$ cat src/rtl/olink_rx_framer.sv
// ---------------------------------------------------------------------------
// olink_rx_framer
// Receive framer for the optical link, in the clk_link domain after the GTX
// RX data port. It gathers RATIO GTX words into one comma-aligned output
// word, using a HUNT/VERIFY/LOCKED alignment FSM. It also keeps saturating
// nit/comma counters and a triggered spy capture buffer.
//
// Ports
//   clk_link, reset            link clock, synchronous active-high reset
//   rx_d_i/rx_k_i/rx_nit_i     GTX RX data, charisk, not-in-table
//   rx_reset_done              GTX RX reset complete; low forces HUNT
//   rx_d/rx_k                  assembled word (slot 0 in LSBs), held
//   rx_v/rx_err                1-cycle strobes for clean/bad word in LOCKED
//   locked                     alignment FSM is in LOCKED
//   cnt_clear                  clears bad_count and comma_count
//   bad_count/comma_count      saturating event counters
//   spy_mode/spy_arm           trigger select and arm pulse for the spy
//   spy_done                   spy buffer filled
//   spy_raddr/spy_rdata        spy read port, one cycle of latency
// ---------------------------------------------------------------------------
module olink_rx_framer #(
    parameter int unsigned IN_BYTES    = 2,
    parameter int unsigned RATIO       = 2,
    parameter int unsigned LOCK_COUNT  = 4,
    parameter int unsigned UNLOCK_ERRS = 8,
    parameter int unsigned SPY_AW      = 6
) (
    input  logic                         clk_link,
    input  logic                         reset,
    input  logic [8*IN_BYTES-1:0]        rx_d_i,
    input  logic [IN_BYTES-1:0]          rx_k_i,
    input  logic [IN_BYTES-1:0]          rx_nit_i,
    input  logic                         rx_reset_done,
    output logic [8*IN_BYTES*RATIO-1:0]  rx_d,
    output logic [IN_BYTES*RATIO-1:0]    rx_k,
    output logic                         rx_v,
    output logic                         rx_err,
    output logic                         locked,
    input  logic                         cnt_clear,
    output logic [31:0]                  bad_count,
    output logic [31:0]                  comma_count,
    input  logic [1:0]                   spy_mode,
    input  logic                         spy_arm,
    output logic                         spy_done,
    input  logic [SPY_AW-1:0]            spy_raddr,
    output logic [10*IN_BYTES-1:0]       spy_rdata
);

    localparam int unsigned IW        = 8 * IN_BYTES;
    localparam int unsigned OW        = IW * RATIO;
    localparam int unsigned KW        = IN_BYTES * RATIO;
    localparam int unsigned SW        = 10 * IN_BYTES;
    localparam int unsigned PH_W      = (RATIO > 1) ? $clog2(RATIO) : 1;
    localparam int unsigned VC_W      = $clog2(LOCK_COUNT + 1);
    localparam int unsigned EC_W      = $clog2(UNLOCK_ERRS + 1);
    localparam int unsigned SPY_DEPTH = 1 << SPY_AW;

    localparam logic [PH_W-1:0]     PH_LAST = PH_W'(RATIO - 1);
    localparam logic [IN_BYTES-1:0] K_LANE0 = IN_BYTES'(1);
    localparam logic [31:0]         CNT_MAX = 32'hFFFF_FFFF;

    typedef enum logic [1:0] {
        ST_HUNT   = 2'd0,
        ST_VERIFY = 2'd1,
        ST_LOCKED = 2'd2
    } state_t;

    typedef enum logic [1:0] {
        SP_IDLE  = 2'd0,
        SP_ARMED = 2'd1,
        SP_CAPT  = 2'd2
    } spy_state_t;

    // ---------------- framer state ----------------
    state_t                r_state;
    state_t                w_state_nxt;
    logic [PH_W-1:0]       r_ph;
    logic [VC_W-1:0]       r_vcnt;
    logic [VC_W-1:0]       w_vcnt_nxt;
    logic [EC_W-1:0]       r_errrun;
    logic [EC_W-1:0]       w_errrun_nxt;
    logic                  r_bad_acc;
    logic [IW-1:0]         r_slot_d [RATIO];
    logic [IN_BYTES-1:0]   r_slot_k [RATIO];
    logic [OW-1:0]         r_rx_d;
    logic [KW-1:0]         r_rx_k;
    logic                  r_rx_v;
    logic                  r_rx_err;
    logic                  r_locked;

    logic                  w_comma;
    logic                  w_nit;
    logic                  w_hunt_comma;
    logic [PH_W-1:0]       w_wr_slot;
    logic [PH_W-1:0]       w_ph_nxt;
    logic                  w_slot_bad;
    logic                  w_word_bad;
    logic                  w_word_end;
    logic                  w_v_nxt;
    logic                  w_err_nxt;
    logic [OW-1:0]         w_word_d;
    logic [KW-1:0]         w_word_k;

    // ---------------- counters ----------------
    logic [31:0]           r_bad_count;
    logic [31:0]           r_comma_count;

    // ---------------- spy ----------------
    spy_state_t            r_spy_state;
    spy_state_t            w_spy_state_nxt;
    logic [SPY_AW-1:0]     r_spy_ptr;
    logic [SPY_AW-1:0]     w_spy_ptr_nxt;
    logic                  r_spy_done;
    logic                  w_spy_done_nxt;
    logic                  w_spy_we;
    logic                  w_spy_trig;
    logic [SW-1:0]         r_spy_mem [SPY_DEPTH];
    logic [SW-1:0]         r_spy_rdata;

    // Comma: lane 0 is K28.5 and no other lane carries a control character.
    assign w_comma = (rx_k_i == K_LANE0) && (rx_d_i[7:0] == 8'hBC);
    assign w_nit   = |rx_nit_i;

    // A comma seen while hunting re-aligns: it is written to slot 0.
    assign w_hunt_comma = (r_state == ST_HUNT) && w_comma && rx_reset_done;
    assign w_wr_slot    = w_hunt_comma ? '0 : r_ph;
    assign w_ph_nxt     = (w_wr_slot == PH_LAST) ? '0 : w_wr_slot + PH_W'(1);
    assign w_word_end   = (w_wr_slot == PH_LAST);

    // Word quality accumulates across slots and restarts at slot 0.
    assign w_slot_bad = w_nit || (w_comma && (w_wr_slot != '0));
    assign w_word_bad = ((w_wr_slot == '0) ? 1'b0 : r_bad_acc) || w_slot_bad;

    // Completed word: stored slots plus the word arriving in the last slot.
    always_comb begin
        w_word_d = '0;
        w_word_k = '0;
        for (int unsigned i = 0; i < RATIO - 1; i++) begin
            w_word_d[i*IW +: IW]             = r_slot_d[i];
            w_word_k[i*IN_BYTES +: IN_BYTES] = r_slot_k[i];
        end
        w_word_d[(RATIO-1)*IW +: IW]             = rx_d_i;
        w_word_k[(RATIO-1)*IN_BYTES +: IN_BYTES] = rx_k_i;
    end

    // Alignment FSM next state and word strobes.
    always_comb begin
        w_state_nxt  = r_state;
        w_vcnt_nxt   = r_vcnt;
        w_errrun_nxt = r_errrun;
        w_v_nxt      = 1'b0;
        w_err_nxt    = 1'b0;
        unique case (r_state)
            ST_HUNT: begin
                if (w_comma) begin
                    w_state_nxt = ST_VERIFY;
                    w_vcnt_nxt  = VC_W'(1);
                end
            end
            ST_VERIFY: begin
                if (w_nit || (w_comma && (r_ph != '0))) begin
                    w_state_nxt = ST_HUNT;
                end else if (w_comma) begin
                    if (r_vcnt == VC_W'(LOCK_COUNT - 1)) begin
                        w_state_nxt  = ST_LOCKED;
                        w_errrun_nxt = '0;
                    end
                    w_vcnt_nxt = r_vcnt + VC_W'(1);
                end
            end
            ST_LOCKED: begin
                if (w_word_end) begin
                    if (w_word_bad) begin
                        w_err_nxt = 1'b1;
                        if (r_errrun == EC_W'(UNLOCK_ERRS - 1)) begin
                            w_state_nxt = ST_HUNT;
                        end
                        w_errrun_nxt = r_errrun + EC_W'(1);
                    end else begin
                        w_v_nxt      = 1'b1;
                        w_errrun_nxt = '0;
                    end
                end
            end
            default: begin
                w_state_nxt = ST_HUNT;
            end
        endcase
        // Loss of the transceiver overrides everything.
        if (!rx_reset_done) begin
            w_state_nxt = ST_HUNT;
            w_v_nxt     = 1'b0;
            w_err_nxt   = 1'b0;
        end
    end

    // Alignment FSM and output registers.
    always_ff @(posedge clk_link) begin
        if (reset) begin
            r_state   <= ST_HUNT;
            r_ph      <= '0;
            r_vcnt    <= '0;
            r_errrun  <= '0;
            r_bad_acc <= 1'b0;
            r_rx_d    <= '0;
            r_rx_k    <= '0;
            r_rx_v    <= 1'b0;
            r_rx_err  <= 1'b0;
            r_locked  <= 1'b0;
        end else begin
            r_state   <= w_state_nxt;
            r_ph      <= w_ph_nxt;
            r_vcnt    <= w_vcnt_nxt;
            r_errrun  <= w_errrun_nxt;
            r_bad_acc <= w_word_bad;
            r_rx_v    <= w_v_nxt;
            r_rx_err  <= w_err_nxt;
            r_locked  <= (w_state_nxt == ST_LOCKED);
            if (w_v_nxt || w_err_nxt) begin
                r_rx_d <= w_word_d;
                r_rx_k <= w_word_k;
            end
        end
    end

    // Slot storage; contents only matter once a full word has been gathered.
    always_ff @(posedge clk_link) begin
        r_slot_d[w_wr_slot] <= rx_d_i;
        r_slot_k[w_wr_slot] <= rx_k_i;
    end

    // Saturating counters; clear has priority over an increment.
    always_ff @(posedge clk_link) begin
        if (reset || cnt_clear) begin
            r_bad_count   <= '0;
            r_comma_count <= '0;
        end else begin
            if (w_nit && (r_bad_count != CNT_MAX)) begin
                r_bad_count <= r_bad_count + 32'(1);
            end
            if (w_comma && (r_comma_count != CNT_MAX)) begin
                r_comma_count <= r_comma_count + 32'(1);
            end
        end
    end

    // Spy trigger select; mode 3 behaves like immediate.
    always_comb begin
        unique case (spy_mode)
            2'd1:    w_spy_trig = w_comma;
            2'd2:    w_spy_trig = w_nit;
            default: w_spy_trig = 1'b1;
        endcase
    end

    // Spy FSM next state; arm restarts from any state.
    always_comb begin
        w_spy_state_nxt = r_spy_state;
        w_spy_ptr_nxt   = r_spy_ptr;
        w_spy_done_nxt  = r_spy_done;
        w_spy_we        = 1'b0;
        if (spy_arm) begin
            w_spy_state_nxt = SP_ARMED;
            w_spy_ptr_nxt   = '0;
            w_spy_done_nxt  = 1'b0;
        end else begin
            unique case (r_spy_state)
                SP_IDLE: begin
                end
                SP_ARMED: begin
                    if (w_spy_trig) begin
                        w_spy_we        = 1'b1;
                        w_spy_ptr_nxt   = r_spy_ptr + SPY_AW'(1);
                        w_spy_state_nxt = SP_CAPT;
                    end
                end
                SP_CAPT: begin
                    w_spy_we      = 1'b1;
                    w_spy_ptr_nxt = r_spy_ptr + SPY_AW'(1);
                    if (r_spy_ptr == {SPY_AW{1'b1}}) begin
                        w_spy_state_nxt = SP_IDLE;
                        w_spy_done_nxt  = 1'b1;
                    end
                end
                default: begin
                    w_spy_state_nxt = SP_IDLE;
                end
            endcase
        end
    end

    // Spy FSM registers.
    always_ff @(posedge clk_link) begin
        if (reset) begin
            r_spy_state <= SP_IDLE;
            r_spy_ptr   <= '0;
            r_spy_done  <= 1'b0;
        end else begin
            r_spy_state <= w_spy_state_nxt;
            r_spy_ptr   <= w_spy_ptr_nxt;
            r_spy_done  <= w_spy_done_nxt;
        end
    end

    // Spy RAM write; the pointer is 0 on the trigger cycle.
    always_ff @(posedge clk_link) begin
        if (w_spy_we) begin
            r_spy_mem[r_spy_ptr] <= {rx_nit_i, rx_k_i, rx_d_i};
        end
    end

    // Registered spy read port.
    always_ff @(posedge clk_link) begin
        if (reset) begin
            r_spy_rdata <= '0;
        end else begin
            r_spy_rdata <= r_spy_mem[spy_raddr];
        end
    end

    assign rx_d        = r_rx_d;
    assign rx_k        = r_rx_k;
    assign rx_v        = r_rx_v;
    assign rx_err      = r_rx_err;
    assign locked      = r_locked;
    assign bad_count   = r_bad_count;
    assign comma_count = r_comma_count;
    assign spy_done    = r_spy_done;
    assign spy_rdata   = r_spy_rdata;

endmodule

$ cat config.mk
export PLATFORM = sky130hd
export DESIGN_NAME = olink_rx_framer
export DESIGN_NICKNAME = d
export VERILOG_FILES = /design/src/rtl/olink_rx_framer.sv
export SDC_FILE = /design/constraint.sdc
export NUM_CORES = 1
export LEC_CHECK = 0
export CORE_MARGIN = 1.5
export CORE_UTILIZATION = 55
export CTS_CLUSTER_SIZE = 20
export DETAILED_ROUTE_END_ITERATION = 12
export PLACE_DENSITY = 0.75
export SETUP_SLACK_MARGIN = 0.02
export SYNTH_ARGS = -nofsm -noshare
export SYNTH_HDL_FRONTEND = slang
export SYNTH_SLANG_ARGS = --single-unit
$ cat constraint.sdc
create_clock -name clk_link -period 4.9 [get_ports clk_link]
set_clock_uncertainty 0.05 [all_clocks]
set_input_delay 0.98 -clock clk_link [delete_from_list [all_inputs] [get_ports clk_link]]
set_output_delay 0.98 -clock clk_link [all_outputs]
set_load 0.01 [all_outputs]
==> results.sh <==
export IMPL_outcome="finished, final reports clean"
export IMPL_yosys_area_share_adder_pct=0.246
export IMPL_synth_ff_type="edfxtp_1"
export IMPL_dr_pass1_iters=5
export IMPL_p_per_area_nw_per_um2=392
export IMPL_r2r_start="r_spy_state[0]"
export IMPL_cts_root_buffer_cell="clkbuf_16"
export IMPL_dp_hpwl_mm=90.3
export IMPL_synth_async_reset_ratio_pct=0
export IMPL_ys_top_cells_by_area="edfxtp_1 70%, mux4_2 12%, dfxtp_1 5.1%, mux2i_1 1.5%, a21oi_1 0.99%"
export IMPL_synth_top_area_share_pct=69.7
export IMPL_drv_slew=0
export IMPL_clk_latency_ns=0.75
export IMPL_fin_nets=3232
export IMPL_ios=157
export IMPL_combPwrFrac_pct=4.9
export IMPL_min_path_type="reg2reg"
export IMPL_start_kind="input pin"
export IMPL_cp_startpoint="spy_mode[0]"
export IMPL_grt_ovfl_total=0
export IMPL_worstPathMaxFanout=27
export IMPL_coreArea_um2=100000
export IMPL_yosysWarnings=0
export IMPL_final_setup_viol_count=0
export IMPL_syn_nets=2948
export IMPL_dpl_worst_slack_ns=0.748
export IMPL_cts_buffers=145
export IMPL_antenna_found_initial=6
export IMPL_finalCritPeriodShare_pct=71.7
export IMPL_syn_area_per_cell_um2=19.3
export IMPL_rows=116
export IMPL_hold_slack_ns=0.407
export IMPL_synthSimpleGateAreaFrac_pct=4.62
export IMPL_synth_compound_area_share_pct=4.16
export IMPL_rsz0062_at_grt="false"
export IMPL_path_class="in2reg"
export IMPL_arrival_ns=3.93
export IMPL_area_delta_synth_final_pct=15.3
export IMPL_min_to="rx_d[18]"
export IMPL_via_count=31008
export IMPL_worstHoldStart="rx_d[18]"
export IMPL_maxCapViolCount=0
export IMPL_swShare_pct=21.4
export IMPL_grt_pass1_wl_mm=212
export IMPL_intPower_mw=19.9
export IMPL_synth_top_area_cell="edfxtp_1"
export IMPL_fin_cells=4663
export IMPL_period_needed_ns=3.51
export IMPL_cts_sinks=1441
export IMPL_whs_path_depth=2
export IMPL_dp_cells=4398
export IMPL_pwr_share_clk_pct=41.9
export IMPL_hold_buffers=0
export IMPL_fp_dieH_um=322
export IMPL_fmax_mhz=285
export IMPL_multiInputGateArea_um2=13600
export IMPL_gp_congestion=0.940
export IMPL_drive_above_1_share_pct=24.2
export IMPL_postRouteAntennaNets=0
export IMPL_synth_enable_flop_cells=1298
export IMPL_finalHoldViolCount=0
export IMPL_syn_inst=2904
export IMPL_reg2reg_to="r_spy_mem[25][10]"
export IMPL_worst_slack_ns=1.39
export IMPL_worst_pin_slew_ns=1.40
export IMPL_cp_required_ns=5.32
export IMPL_die_w_um=322
export IMPL_synth_seq_cells=1441
export IMPL_synth_mux_area_share_pct=14.4
export IMPL_grt_pass1_vias=30565
export IMPL_cts_resized=0
export IMPL_ys_seq_area_share_pct=74.8
export IMPL_regArea_um2=41800
export IMPL_power_mw=25.3
export IMPL_clk_pin_slew_ns=0.06
export IMPL_io_buffers=156
export IMPL_synth_area_um2=55900
export IMPL_power_share_sequential_pct=53.2
export IMPL_p_leak_nw=20.2
export IMPL_maxSlewHeadroom_pct=6.63
export IMPL_grt_use_total_pct=28.7
export IMPL_cts_path_max_buffers=3
export IMPL_routed_wl_mm=147
export IMPL_tns_ns=0
export IMPL_drc=0
export IMPL_worstSetupEndpointType="flop"
export IMPL_initial_utilization_pct=55.7
export IMPL_drt_iter0_drc=4169
export IMPL_design_die_area_um2=104000
export IMPL_rr_worst_depth=7
export IMPL_wire_per_inst_um=31.5
export IMPL_fill_cells=6559
export IMPL_post_cts_setup_buffers=0
export IMPL_ir_drop_mv=0.314
export IMPL_via_per_inst=6.65
export IMPL_synth_top_family_by_area="multiplexers"
export IMPL_grt_max_degree=84
export IMPL_cts_tree="built"
export IMPL_switching_power_mw=5.42
export IMPL_r2r_slack_ns=1.70
export IMPL_synth_cell_types=74
export IMPL_h_tree_depth=4
export IMPL_synth_xor_area_share_pct=0.110
how the worst max path moves through the flow:
| stage | to | slack [ns] | depth (start not counted) |
|---|---|---|---|
| 2_1_floorplan | r_spy_mem[12][0] | 0.17 | 6 |
| 3_3_place_gp | r_spy_mem[2][6] | 0.72 | 9 |
| 3_5_place_dp | r_spy_mem[1][12] | 0.75 | 9 |
| 4_1_cts | r_spy_mem[1][3] | 1.49 | 9 |
| 5_1_grt | r_spy_mem[1][6] | 1.32 | 9 |
| 6_report | r_spy_mem[26][10] | 1.39 | 9 |
power by group through the flow:
stage | sequential [mW] | combinational [mW] | clock [mW]
3_5_place_dp | 13.7 | 1.23 | 0
2_1_floorplan | 13.7 | 0.607 | 0
4_1_cts | 13.4 | 1.23 | 10.7
5_1_grt | 13.4 | 1.28 | 11.2
6_report | 13.5 | 1.24 | 10.6
3_3_place_gp | 13.7 | 1.20 | 0
worst max-delay path: stages:
cell and delay (ns):
clkdlybuf4s50_1 0.53, inv_1 0.06, ha_1 0.30, a21oi_1 0.14, nand2_1 0.14, a21oi_4 0.72
buf_4 0.60, nor4_2 0.12, buf_4 0.29
synthesized netlist by cell type (12+ instances only):
library cell and instances:
nor4_1 40, clkbuf_1 73, nand2_1 148, nor3_1 12, nor2_1 46, mux2_2 37
nand4_1 22, buf_2 41, nor4b_1 32, o21ai_1 40, a211oi_1 24, o31ai_1 15
buf_1 13, buf_4 31, o22ai_1 57, dfxtp_1 143, a21oi_1 111, mux4_2 300
mux2i_1 85, o21ai_0 42, nand3_1 32, a221oi_1 22, or3_1 39, edfxtp_1 1298
or4_1 29, inv_1 13
state kept, by name, summed over array words and instances, names as in the netlist, 3 cells and up:
| name | count |
|---|---|
| bad_count | 32 |
| comma_count | 32 |
| r_errrun | 4 |
| r_slot_d | 16 |
| r_spy_mem | 1280 |
| r_spy_ptr | 6 |
| r_vcnt | 3 |
| rx_d | 32 |
| rx_k | 4 |
| spy_rdata | 20 |
metal layers:
layer	global-route usage (%)	part of all wire, %	vias to the layer above
met3	5.90	10	284
met4	10.5	3.7	8
li1	-	-	12622
met2	46.4	49	2037
met1	38.9	37	16057
met5	0	0.036	-
stage by stage:
step	area, µm²	utilization, %
floorplan	55900	-
global route	64400	64.2
finish	64400	64.2
global placement	59900	59.6
CTS	64400	64.2
detailed placement	59900	59.6
cell families (layout without fill, tap and decap cells):
group,count (synthesis),count (layout)
mux,423,423
xor+xnor,7,7
flops,1441,1441
simple gates,466,466
buf+inv,183,582
other cells,0,3
fa+ha+maj,11,11
compound gates,373,373
layout by cell type (no fill, tap or decap), types with 33 or more instances in the layout:
cell type,netlist,layout
a21oi_1,111,110
buf_4,31,138
clkbuf_1,73,34
clkbuf_16,0,151
clkdlybuf4s50_1,0,131
dfxtp_1,143,142
edfxtp_1,1298,1298
mux2_2,37,37
mux2i_1,85,85
mux4_2,300,300
nand2_1,148,148
nor2_1,46,46
nor4b_2,1,33
o21ai_0,42,42
o21ai_1,40,40
o22ai_1,57,57
or3_1,39,39
area by class of cell:
cell class              instances  area share, %
clock buffers                 191           6.19
clock inverters                71          0.872
well taps                    1357           2.63
repair buffers                305           4.22
multi-input cells            1280           21.1
flip-flops and latches       1441           64.9
inverters                      15         0.0874
diodes                          3         0.0116
No activity file was read; power rests on OpenSTA's default activity.
